### src/rtl/axi_lite_xbar_pkg.sv
// Shared types and constants for the 1-master / 2-slave AXI-Lite crossbar.
package axi_lite_xbar_pkg;

   typedef enum logic [2:0] {
      IDLE,
      RD_S0,
      RD_S1,
      RD_ERR,
      WR_S0,
      WR_S1,
      WR_ERR
   } state_t;

   typedef enum logic [1:0] {
      TGT_S0,
      TGT_S1,
      TGT_ERR
   } tgt_t;

   localparam logic [1:0] OKAY   = 2'b00;
   localparam logic [1:0] SLVERR = 2'b10;
   localparam logic [1:0] DECERR = 2'b11;

   // Default map: s0 = 128 MiB SRAM, s1 = 4 KiB UART/CLINT window
   localparam logic [31:0] S0_BASE_DEF = 32'h8000_0000;
   localparam logic [31:0] S0_MASK_DEF = 32'hF800_0000;
   localparam logic [31:0] S1_BASE_DEF = 32'hA000_0000;
   localparam logic [31:0] S1_MASK_DEF = 32'hFFFF_F000;

   function automatic logic addr_match(input logic [31:0] addr,
                                       input logic [31:0] base,
                                       input logic [31:0] mask);
      return (addr & mask) == base;
   endfunction

endpackage

### src/rtl/axi_lite_xbar_if.sv
// AXI-Lite channel bundle; master drives requests, slave drives responses.
interface axi_lite_if;
   logic [31:0] araddr;
   logic        arvalid;
   logic        arready;
   logic [31:0] rdata;
   logic [1:0]  rresp;
   logic        rvalid;
   logic        rready;
   logic [31:0] awaddr;
   logic        awvalid;
   logic        awready;
   logic [31:0] wdata;
   logic [3:0]  wstrb;
   logic        wvalid;
   logic        wready;
   logic [1:0]  bresp;
   logic        bvalid;
   logic        bready;

   modport master (
      output araddr, arvalid, rready, awaddr, awvalid, wdata, wstrb, wvalid, bready,
      input  arready, rdata, rresp, rvalid, awready, wready, bresp, bvalid
   );

   modport slave (
      input  araddr, arvalid, rready, awaddr, awvalid, wdata, wstrb, wvalid, bready,
      output arready, rdata, rresp, rvalid, awready, wready, bresp, bvalid
   );
endinterface

### src/rtl/axi_lite_addr_decode.sv
// Combinational address decoder: maps an address onto s0, s1 or the error target.
module axi_lite_addr_decode
   import axi_lite_xbar_pkg::*;
#(
   parameter logic [31:0] S0_BASE = S0_BASE_DEF,
   parameter logic [31:0] S0_MASK = S0_MASK_DEF,
   parameter logic [31:0] S1_BASE = S1_BASE_DEF,
   parameter logic [31:0] S1_MASK = S1_MASK_DEF
) (
   input  logic [31:0] addr,
   output tgt_t        tgt
);

   // s0 is tested first so it wins when the windows overlap
   always_comb begin
      if (addr_match(addr, S0_BASE, S0_MASK))
         tgt = TGT_S0;
      else if (addr_match(addr, S1_BASE, S1_MASK))
         tgt = TGT_S1;
      else
         tgt = TGT_ERR;
   end

endmodule

### src/rtl/axi_lite_xbar.sv
// 1-master, 2-slave AXI-Lite crossbar, one transaction in flight, DECERR for unmapped.
// Optional per-target completion counters when AXI_LITE_XBAR_PERF_EN is defined.
module axi_lite_xbar
   import axi_lite_xbar_pkg::*;
#(
   parameter logic [31:0] S0_BASE = S0_BASE_DEF,
   parameter logic [31:0] S0_MASK = S0_MASK_DEF,
   parameter logic [31:0] S1_BASE = S1_BASE_DEF,
   parameter logic [31:0] S1_MASK = S1_MASK_DEF
) (
   input  logic        clk,
   input  logic        rst,
   axi_lite_if.slave   m,
   axi_lite_if.master  s0,
   axi_lite_if.master  s1
`ifdef AXI_LITE_XBAR_PERF_EN
   ,
   output logic [31:0] perf_s0_cnt,
   output logic [31:0] perf_s1_cnt,
   output logic [31:0] perf_err_cnt
`endif
);

   state_t state, state_nxt;
   logic   ar_done, ar_done_nxt;
   logic   aw_done, aw_done_nxt;
   logic   w_done, w_done_nxt;
   logic   err_ack, err_ack_nxt;
   tgt_t   rd_tgt, wr_tgt;

   axi_lite_addr_decode #(
      .S0_BASE(S0_BASE), .S0_MASK(S0_MASK), .S1_BASE(S1_BASE), .S1_MASK(S1_MASK)
   ) u_rd_dec (
      .addr(m.araddr),
      .tgt (rd_tgt)
   );

   axi_lite_addr_decode #(
      .S0_BASE(S0_BASE), .S0_MASK(S0_MASK), .S1_BASE(S1_BASE), .S1_MASK(S1_MASK)
   ) u_wr_dec (
      .addr(m.awaddr),
      .tgt (wr_tgt)
   );

   // Response-side inputs of whichever slave the current state routes to
   logic        sel1;
   logic        sl_arready, sl_rvalid, sl_awready, sl_wready, sl_bvalid;
   logic [31:0] sl_rdata;
   logic [1:0]  sl_rresp, sl_bresp;

   assign sel1       = (state == RD_S1) || (state == WR_S1);
   assign sl_arready = sel1 ? s1.arready : s0.arready;
   assign sl_rvalid  = sel1 ? s1.rvalid  : s0.rvalid;
   assign sl_rdata   = sel1 ? s1.rdata   : s0.rdata;
   assign sl_rresp   = sel1 ? s1.rresp   : s0.rresp;
   assign sl_awready = sel1 ? s1.awready : s0.awready;
   assign sl_wready  = sel1 ? s1.wready  : s0.wready;
   assign sl_bvalid  = sel1 ? s1.bvalid  : s0.bvalid;
   assign sl_bresp   = sel1 ? s1.bresp   : s0.bresp;

   logic ar_vld, r_rdy, aw_vld, w_vld, b_rdy;

   always_ff @(posedge clk or posedge rst) begin
      if (rst) begin
         state   <= IDLE;
         ar_done <= 1'b0;
         aw_done <= 1'b0;
         w_done  <= 1'b0;
         err_ack <= 1'b0;
      end else begin
         state   <= state_nxt;
         ar_done <= ar_done_nxt;
         aw_done <= aw_done_nxt;
         w_done  <= w_done_nxt;
         err_ack <= err_ack_nxt;
      end
   end

   always_comb begin
      state_nxt   = state;
      ar_done_nxt = ar_done;
      aw_done_nxt = aw_done;
      w_done_nxt  = w_done;
      err_ack_nxt = err_ack;
      m.arready   = 1'b0;
      m.rdata     = '0;
      m.rresp     = OKAY;
      m.rvalid    = 1'b0;
      m.awready   = 1'b0;
      m.wready    = 1'b0;
      m.bresp     = OKAY;
      m.bvalid    = 1'b0;
      ar_vld      = 1'b0;
      r_rdy       = 1'b0;
      aw_vld      = 1'b0;
      w_vld       = 1'b0;
      b_rdy       = 1'b0;

      case (state)
         IDLE: begin
            ar_done_nxt = 1'b0;
            aw_done_nxt = 1'b0;
            w_done_nxt  = 1'b0;
            err_ack_nxt = 1'b0;
            if (m.arvalid) begin
               case (rd_tgt)
                  TGT_S0:  state_nxt = RD_S0;
                  TGT_S1:  state_nxt = RD_S1;
                  default: state_nxt = RD_ERR;
               endcase
            end else if (m.awvalid && m.wvalid) begin
               case (wr_tgt)
                  TGT_S0:  state_nxt = WR_S0;
                  TGT_S1:  state_nxt = WR_S1;
                  default: state_nxt = WR_ERR;
               endcase
            end
         end

         RD_S0, RD_S1: begin
            ar_vld    = m.arvalid & ~ar_done;
            m.arready = sl_arready & ~ar_done;
            m.rdata   = sl_rdata;
            m.rresp   = sl_rresp;
            m.rvalid  = sl_rvalid;
            r_rdy     = m.rready;
            if (ar_vld && sl_arready)
               ar_done_nxt = 1'b1;
            if (sl_rvalid && m.rready)
               state_nxt = IDLE;
         end

         // AW and W complete independently; a done flag masks the finished channel
         WR_S0, WR_S1: begin
            aw_vld    = m.awvalid & ~aw_done;
            m.awready = sl_awready & ~aw_done;
            w_vld     = m.wvalid & ~w_done;
            m.wready  = sl_wready & ~w_done;
            m.bresp   = sl_bresp;
            m.bvalid  = sl_bvalid;
            b_rdy     = m.bready;
            if (aw_vld && sl_awready)
               aw_done_nxt = 1'b1;
            if (w_vld && sl_wready)
               w_done_nxt = 1'b1;
            if (sl_bvalid && m.bready)
               state_nxt = IDLE;
         end

         RD_ERR: begin
            if (!err_ack) begin
               m.arready   = 1'b1;
               err_ack_nxt = 1'b1;
            end else begin
               m.rvalid = 1'b1;
               m.rresp  = DECERR;
               if (m.rready)
                  state_nxt = IDLE;
            end
         end

         WR_ERR: begin
            if (!err_ack) begin
               m.awready   = 1'b1;
               m.wready    = 1'b1;
               err_ack_nxt = 1'b1;
            end else begin
               m.bvalid = 1'b1;
               m.bresp  = DECERR;
               if (m.bready)
                  state_nxt = IDLE;
            end
         end

         default: state_nxt = IDLE;
      endcase
   end

   // Slave-side fan-out: everything not routed to a slave is held at zero
   logic rd0, rd1, wr0, wr1;
   assign rd0 = (state == RD_S0);
   assign rd1 = (state == RD_S1);
   assign wr0 = (state == WR_S0);
   assign wr1 = (state == WR_S1);

   assign s0.araddr  = rd0 ? m.araddr : '0;
   assign s0.arvalid = rd0 & ar_vld;
   assign s0.rready  = rd0 & r_rdy;
   assign s0.awaddr  = wr0 ? m.awaddr : '0;
   assign s0.awvalid = wr0 & aw_vld;
   assign s0.wdata   = wr0 ? m.wdata : '0;
   assign s0.wstrb   = wr0 ? m.wstrb : '0;
   assign s0.wvalid  = wr0 & w_vld;
   assign s0.bready  = wr0 & b_rdy;

   assign s1.araddr  = rd1 ? m.araddr : '0;
   assign s1.arvalid = rd1 & ar_vld;
   assign s1.rready  = rd1 & r_rdy;
   assign s1.awaddr  = wr1 ? m.awaddr : '0;
   assign s1.awvalid = wr1 & aw_vld;
   assign s1.wdata   = wr1 ? m.wdata : '0;
   assign s1.wstrb   = wr1 ? m.wstrb : '0;
   assign s1.wvalid  = wr1 & w_vld;
   assign s1.bready  = wr1 & b_rdy;

`ifdef AXI_LITE_XBAR_PERF_EN
   logic rd_cmp, wr_cmp;
   assign rd_cmp = m.rvalid & m.rready;
   assign wr_cmp = m.bvalid & m.bready;

   always_ff @(posedge clk or posedge rst) begin
      if (rst) begin
         perf_s0_cnt  <= '0;
         perf_s1_cnt  <= '0;
         perf_err_cnt <= '0;
      end else begin
         if ((rd0 && rd_cmp) || (wr0 && wr_cmp))
            perf_s0_cnt <= perf_s0_cnt + 32'd1;
         if ((rd1 && rd_cmp) || (wr1 && wr_cmp))
            perf_s1_cnt <= perf_s1_cnt + 32'd1;
         if ((state == RD_ERR && rd_cmp) || (state == WR_ERR && wr_cmp))
            perf_err_cnt <= perf_err_cnt + 32'd1;
      end
   end
`endif

endmodule

### src/flat_wrapper.sv
// flat-port wrapper written by rule: the top's interface ports become plain ports
module axi_lite_xbar_flat import axi_lite_xbar_pkg::*;
#(
   parameter logic [31:0] S0_BASE = S0_BASE_DEF,
   parameter logic [31:0] S0_MASK = S0_MASK_DEF,
   parameter logic [31:0] S1_BASE = S1_BASE_DEF,
   parameter logic [31:0] S1_MASK = S1_MASK_DEF
)
  (clk, rst, m_araddr, m_arvalid, m_rready, m_awaddr, m_awvalid, m_wdata, m_wstrb, m_wvalid, m_bready, m_arready, m_rdata, m_rresp, m_rvalid, m_awready, m_wready, m_bresp, m_bvalid, s0_araddr, s0_arvalid, s0_rready, s0_awaddr, s0_awvalid, s0_wdata, s0_wstrb, s0_wvalid, s0_bready, s0_arready, s0_rdata, s0_rresp, s0_rvalid, s0_awready, s0_wready, s0_bresp, s0_bvalid, s1_araddr, s1_arvalid, s1_rready, s1_awaddr, s1_awvalid, s1_wdata, s1_wstrb, s1_wvalid, s1_bready, s1_arready, s1_rdata, s1_rresp, s1_rvalid, s1_awready, s1_wready, s1_bresp, s1_bvalid);
  axi_lite_if m_i ();
  axi_lite_if s0_i ();
  axi_lite_if s1_i ();
  input  logic clk;
  input  logic rst;
  input wire logic [$bits(m_i.araddr)-1:0] m_araddr;
  input wire logic [$bits(m_i.arvalid)-1:0] m_arvalid;
  input wire logic [$bits(m_i.rready)-1:0] m_rready;
  input wire logic [$bits(m_i.awaddr)-1:0] m_awaddr;
  input wire logic [$bits(m_i.awvalid)-1:0] m_awvalid;
  input wire logic [$bits(m_i.wdata)-1:0] m_wdata;
  input wire logic [$bits(m_i.wstrb)-1:0] m_wstrb;
  input wire logic [$bits(m_i.wvalid)-1:0] m_wvalid;
  input wire logic [$bits(m_i.bready)-1:0] m_bready;
  output wire logic [$bits(m_i.arready)-1:0] m_arready;
  output wire logic [$bits(m_i.rdata)-1:0] m_rdata;
  output wire logic [$bits(m_i.rresp)-1:0] m_rresp;
  output wire logic [$bits(m_i.rvalid)-1:0] m_rvalid;
  output wire logic [$bits(m_i.awready)-1:0] m_awready;
  output wire logic [$bits(m_i.wready)-1:0] m_wready;
  output wire logic [$bits(m_i.bresp)-1:0] m_bresp;
  output wire logic [$bits(m_i.bvalid)-1:0] m_bvalid;
  output wire logic [$bits(s0_i.araddr)-1:0] s0_araddr;
  output wire logic [$bits(s0_i.arvalid)-1:0] s0_arvalid;
  output wire logic [$bits(s0_i.rready)-1:0] s0_rready;
  output wire logic [$bits(s0_i.awaddr)-1:0] s0_awaddr;
  output wire logic [$bits(s0_i.awvalid)-1:0] s0_awvalid;
  output wire logic [$bits(s0_i.wdata)-1:0] s0_wdata;
  output wire logic [$bits(s0_i.wstrb)-1:0] s0_wstrb;
  output wire logic [$bits(s0_i.wvalid)-1:0] s0_wvalid;
  output wire logic [$bits(s0_i.bready)-1:0] s0_bready;
  input wire logic [$bits(s0_i.arready)-1:0] s0_arready;
  input wire logic [$bits(s0_i.rdata)-1:0] s0_rdata;
  input wire logic [$bits(s0_i.rresp)-1:0] s0_rresp;
  input wire logic [$bits(s0_i.rvalid)-1:0] s0_rvalid;
  input wire logic [$bits(s0_i.awready)-1:0] s0_awready;
  input wire logic [$bits(s0_i.wready)-1:0] s0_wready;
  input wire logic [$bits(s0_i.bresp)-1:0] s0_bresp;
  input wire logic [$bits(s0_i.bvalid)-1:0] s0_bvalid;
  output wire logic [$bits(s1_i.araddr)-1:0] s1_araddr;
  output wire logic [$bits(s1_i.arvalid)-1:0] s1_arvalid;
  output wire logic [$bits(s1_i.rready)-1:0] s1_rready;
  output wire logic [$bits(s1_i.awaddr)-1:0] s1_awaddr;
  output wire logic [$bits(s1_i.awvalid)-1:0] s1_awvalid;
  output wire logic [$bits(s1_i.wdata)-1:0] s1_wdata;
  output wire logic [$bits(s1_i.wstrb)-1:0] s1_wstrb;
  output wire logic [$bits(s1_i.wvalid)-1:0] s1_wvalid;
  output wire logic [$bits(s1_i.bready)-1:0] s1_bready;
  input wire logic [$bits(s1_i.arready)-1:0] s1_arready;
  input wire logic [$bits(s1_i.rdata)-1:0] s1_rdata;
  input wire logic [$bits(s1_i.rresp)-1:0] s1_rresp;
  input wire logic [$bits(s1_i.rvalid)-1:0] s1_rvalid;
  input wire logic [$bits(s1_i.awready)-1:0] s1_awready;
  input wire logic [$bits(s1_i.wready)-1:0] s1_wready;
  input wire logic [$bits(s1_i.bresp)-1:0] s1_bresp;
  input wire logic [$bits(s1_i.bvalid)-1:0] s1_bvalid;
  assign m_i.araddr = m_araddr;
  assign m_i.arvalid = m_arvalid;
  assign m_i.rready = m_rready;
  assign m_i.awaddr = m_awaddr;
  assign m_i.awvalid = m_awvalid;
  assign m_i.wdata = m_wdata;
  assign m_i.wstrb = m_wstrb;
  assign m_i.wvalid = m_wvalid;
  assign m_i.bready = m_bready;
  assign m_arready = m_i.arready;
  assign m_rdata = m_i.rdata;
  assign m_rresp = m_i.rresp;
  assign m_rvalid = m_i.rvalid;
  assign m_awready = m_i.awready;
  assign m_wready = m_i.wready;
  assign m_bresp = m_i.bresp;
  assign m_bvalid = m_i.bvalid;
  assign s0_araddr = s0_i.araddr;
  assign s0_arvalid = s0_i.arvalid;
  assign s0_rready = s0_i.rready;
  assign s0_awaddr = s0_i.awaddr;
  assign s0_awvalid = s0_i.awvalid;
  assign s0_wdata = s0_i.wdata;
  assign s0_wstrb = s0_i.wstrb;
  assign s0_wvalid = s0_i.wvalid;
  assign s0_bready = s0_i.bready;
  assign s0_i.arready = s0_arready;
  assign s0_i.rdata = s0_rdata;
  assign s0_i.rresp = s0_rresp;
  assign s0_i.rvalid = s0_rvalid;
  assign s0_i.awready = s0_awready;
  assign s0_i.wready = s0_wready;
  assign s0_i.bresp = s0_bresp;
  assign s0_i.bvalid = s0_bvalid;
  assign s1_araddr = s1_i.araddr;
  assign s1_arvalid = s1_i.arvalid;
  assign s1_rready = s1_i.rready;
  assign s1_awaddr = s1_i.awaddr;
  assign s1_awvalid = s1_i.awvalid;
  assign s1_wdata = s1_i.wdata;
  assign s1_wstrb = s1_i.wstrb;
  assign s1_wvalid = s1_i.wvalid;
  assign s1_bready = s1_i.bready;
  assign s1_i.arready = s1_arready;
  assign s1_i.rdata = s1_rdata;
  assign s1_i.rresp = s1_rresp;
  assign s1_i.rvalid = s1_rvalid;
  assign s1_i.awready = s1_awready;
  assign s1_i.wready = s1_wready;
  assign s1_i.bresp = s1_bresp;
  assign s1_i.bvalid = s1_bvalid;
  axi_lite_xbar #(.S0_BASE(S0_BASE), .S0_MASK(S0_MASK), .S1_BASE(S1_BASE), .S1_MASK(S1_MASK)) u_core (.clk(clk), .rst(rst), .m(m_i), .s0(s0_i), .s1(s1_i));
endmodule
### config.mk
export PLATFORM = sky130hd
export DESIGN_NAME = axi_lite_xbar_flat
export DESIGN_NICKNAME = d
export VERILOG_FILES = /design/src/rtl/axi_lite_xbar_pkg.sv /design/src/rtl/axi_lite_xbar_if.sv /design/src/rtl/axi_lite_addr_decode.sv /design/src/rtl/axi_lite_xbar.sv /design/src/flat_wrapper.sv
export SDC_FILE = /design/constraint.sdc
export NUM_CORES = 1
export LEC_CHECK = 0
export BUFFER_PORTS_ARGS = -buffer_cell sky130_fd_sc_hd__clkbuf_2
export CORE_AREA = 10 10 162 164
export DETAILED_ROUTE_END_ITERATION = 8
export DIE_AREA = 0 0 172 174
export PLACE_DENSITY = 0.43
export SLEW_MARGIN = 20
export SYNTH_ARGS = -nofsm -noshare
export SYNTH_HDL_FRONTEND = slang
export SYNTH_SLANG_ARGS = --single-unit
### constraint.sdc
create_clock -name clk -period 1.9 [get_ports clk]
set_input_delay 0.19 -clock clk [delete_from_list [all_inputs] [get_ports clk]]
set_output_delay 0.19 -clock clk [all_outputs]
set_load 0.02 [all_outputs]
==> out/results.ini <==
[logic_synthesis]
syn_avg_cell_area_sq_um = 5.96
yosysWarnings = 0
syn_nets = 641
ys_ff_latch = 7
ys_seq_area_share_pct = 6.50
yosys.area_share.xor_xnor_pct = 0
yosys.area_share.simple_pct = 69.5
synth_top_area_share_pct = 47.8
synth_top_family_by_area = simple AND/OR/NAND/NOR gates
yosys.cell_types.count = 37
synth.area.top_cells = and2_1 (48%), nand2_1 (11%), a21oi_1 (6.7%)
syn_inst = 452
yosysTopAreaCell = and2_1
synth_mux_area_share_pct = 4.27
synth_compound_area_share_pct = 12.7
synth-adder-area-share_pct = 0
synth_area_sq_um = 2700

[cells_and_area]
finalNetCount = 1122
most-common-layout-cells = clkbuf_2 (307), and2_1 (182), nand2_1 (71)
areaGrowthSynthToFinish_pct = 174
drive_gt1_share_pct = 63.9
final_util_pct = 31.9
layout_commonest_cell = clkbuf_2
n_fill_cell = 2468
final_area_sq_um = 7380

[clocking]
clock-root-buffer = clkbuf_16
clock_path_buffers = 2
cts_sinks = 7
cts_tree = yes
cts_max_level = 1
cts.clk_slew.worst_paths_ns = 0.04
cts_buffers = 3
clk_latency_ns = 0.23

[power_and_ir_drop]
power_density_nw_per_um2 = 1190
p_leak_uw = 0.00394
peakVddDrop_mv = 0.476

[worst_setup_path]
regToRegEndpoint = u_core.state[1]
crit_buf_inv = 6
slowest_delay_ns = 0.39
worstPathCellList = buf_6 -> buf_6 -> nor3b_4 -> buf_12 -> buf_12 -> buf_16 -> and2_1 -> clkbuf_8
cp.required_ns = 1.71
reg2reg_depth = 7
critPathKind = flip-flop to output pin
cp.arrival_ns = 1.83
reg2reg_setup_slack_ns = 0.02
crit_path_start_kind = flip-flop
cp-end-kind = output pin
cp_top_family = buffers and inverters
worst-path-max-fanout = 9
cp_slowest_cell = dfrtp_1
rr_startpoint = u_core.state[1]

[timing]
hold_viol = 0
max_slew_margin_pct = 74.3
worst_pin_slew_ns = 0.385
skew_ns = 0.00266
rsz0062_at_grt = yes
fmax_ghz = 0.495
min_period_ns = 2.02
finalCritPeriodShare_pct = 106
setup_violations = 170
final.setup.worst_slack_ns = -0.121
maxSlewViolCount = 0

[floorplanning]
num_rows = 56
die_width_um = 172
initial_utilization_pct = 11.7
die_h_um = 174
core-area_sq_um = 23100
io_pins = 440
die_area_sq_um = 29900

[global_route]
overflow = 0
antenna_found_initial = 2
grt_start_max_net_pins = 69
grt_pass1_wl_um = 31800
grt_pass1_vias = 5330
track_usage_pct = 13.6

[route]
via_per_inst = 4.13
wirelength_um = 24200
detail_route.first_pass.iterations = 5
routedWlPerCell_um = 19.8
drc_errors = 0
dr.first_iter.drc_count = 146
vias = 5055
postRouteAntennaNets = 0

[flow_run]
drv_cap = 0

[hold_path]
worstHoldStart = m_wvalid
hold_depth = 3
min_path_type = primary input to flip-flop
worstHoldEndpoint = u_core.w_done

[placed_design]
port_buffers = 439
dpl.hpwl_um = 18000
placed_area_sq_um = 5410
place.gp.congestion = 0.853

[run_status]
status = finished, violations left
violations = negative setup slack

timing repair:
action	in CTS	in global routing
pin swaps	6	12
hold endpoints to repair	7	0
setup buffers	13	13
gates resized for setup	222	166
endpoints found under the setup margin	177	250
hold buffers	1	0
gates cloned	7	12
kinds of logic (layout without fill, tap and decap cells):
| logic type | Yosys count | after routing |
|---|---|---|
| multiplexers | 11 | 11 |
| flip-flops | 7 | 7 |
| AO/OA/AOI/OAI | 61 | 61 |
| AND/OR/NAND/NOR | 328 | 328 |
| other | 0 | 1 |
| buffers and inverters | 45 | 525 |
synth_stat cells:
| cell type | n |
|---|---|
| and2_1 | 206 |
| nand2_1 | 76 |
| a21oi_1 | 36 |
| clkbuf_1 | 27 |
| nor2_1 | 12 |
| o21ai_0 | 10 |
| dfrtp_1 | 7 |
| inv_1 | 7 |
| mux2i_1 | 7 |
| nor4_1 | 7 |
| buf_2 | 6 |
| a22oi_1 | 4 |
| mux2_2 | 4 |
| nor3_1 | 4 |
| nor4b_1 | 4 |
| and3b_1 | 3 |
| buf_1 | 3 |
| nor2b_1 | 3 |
| nor3b_1 | 3 |
| a31oi_1 | 2 |
| buf_6 | 2 |
| nand3_1 | 2 |
| nand4_1 | 2 |
| o21a_1 | 2 |
| a211oi_1 | 1 |
| a21o_1 | 1 |
| a21oi_2 | 1 |
| a32oi_1 | 1 |
| nand2b_1 | 1 |
| nor2_8 | 1 |
| nor3b_2 | 1 |
| o211ai_1 | 1 |
| o21ai_1 | 1 |
| o221ai_1 | 1 |
| or2_2 | 1 |
| or3b_1 | 1 |
| or4b_2 | 1 |
final cells by class:
cell class | instances | area (sq um) | area share (%)
tap | 290 | 363 | 4.92
inverter | 7 | 28.8 | 0.390
timing repair buffer | 514 | 4120 | 55.9
clock buffer | 4 | 78.8 | 1.07
sequential | 7 | 178 | 2.41
multi-input combinational | 400 | 2610 | 35.3
antenna | 1 | 2.50 | 0.0339
sequential cells by signal (all words and copies together) (netlist names):
register and cells:
u_core.state 3, u_core.aw_done 1, u_core.w_done 1, u_core.err_ack 1, u_core.ar_done 1
report_power, final:
part / leakage (uW) / internal (uW) / switching [uW] / total (uW)
clock: 0.0000382 / 279 / 78.2 / 357
combinational: 0.00381 / 3960 / 4140 / 8100
sequential: 0.0000902 / 209 / 114 / 323
stage by stage:
stage	std cells	hold slack [ns]	power [uW]	TNS, ns	worst slack (ns)
final	1223	0.309	8780	-10.30	-0.121
after global routing	1223	0.348	9330	-25.54	-0.213
after CTS	1198	0.307	7590	-6.00	-0.125
after detailed placement	1173	0.179	5630	-0.0250	-0.0250
after global placement	1173	0.181	5650	-0.0613	-0.0609
after floorplan	452	-0.00660	3470	0	0.0601
tightest hold or removal path: stages:
cell and delay, ns:
clkbuf_2 0.12, a31oi_1 0.09, nor2_1 0.08
layer usage:
layer  vias to the layer above  part of all wire (%)  global-route usage (%)
met4                         0                   2.6                    2.66
met5                         -                     0                       0
li1                       2426                     -                       -
met1                      2288                    36                    13.9
met2                       307                    51                    25.8
met3                        34                    11                    4.89
how the worst max path moves through the flow:
stage                      endpoint  slack [ns]  cells after the start             from
CTS                       m_awready       -0.13                      6  u_core.state[1]
finish                  s0_wdata[1]       -0.12                      8  u_core.state[0]
global placement    u_core.state[1]       -0.06                      6     m_awaddr[30]
global route              m_awready       -0.21                      6  u_core.state[1]
floorplan               m_rdata[10]        0.06                      7  u_core.state[1]
detailed placement  u_core.state[1]       -0.03                      6     m_awaddr[30]
(Power assumes the default switching activity.)
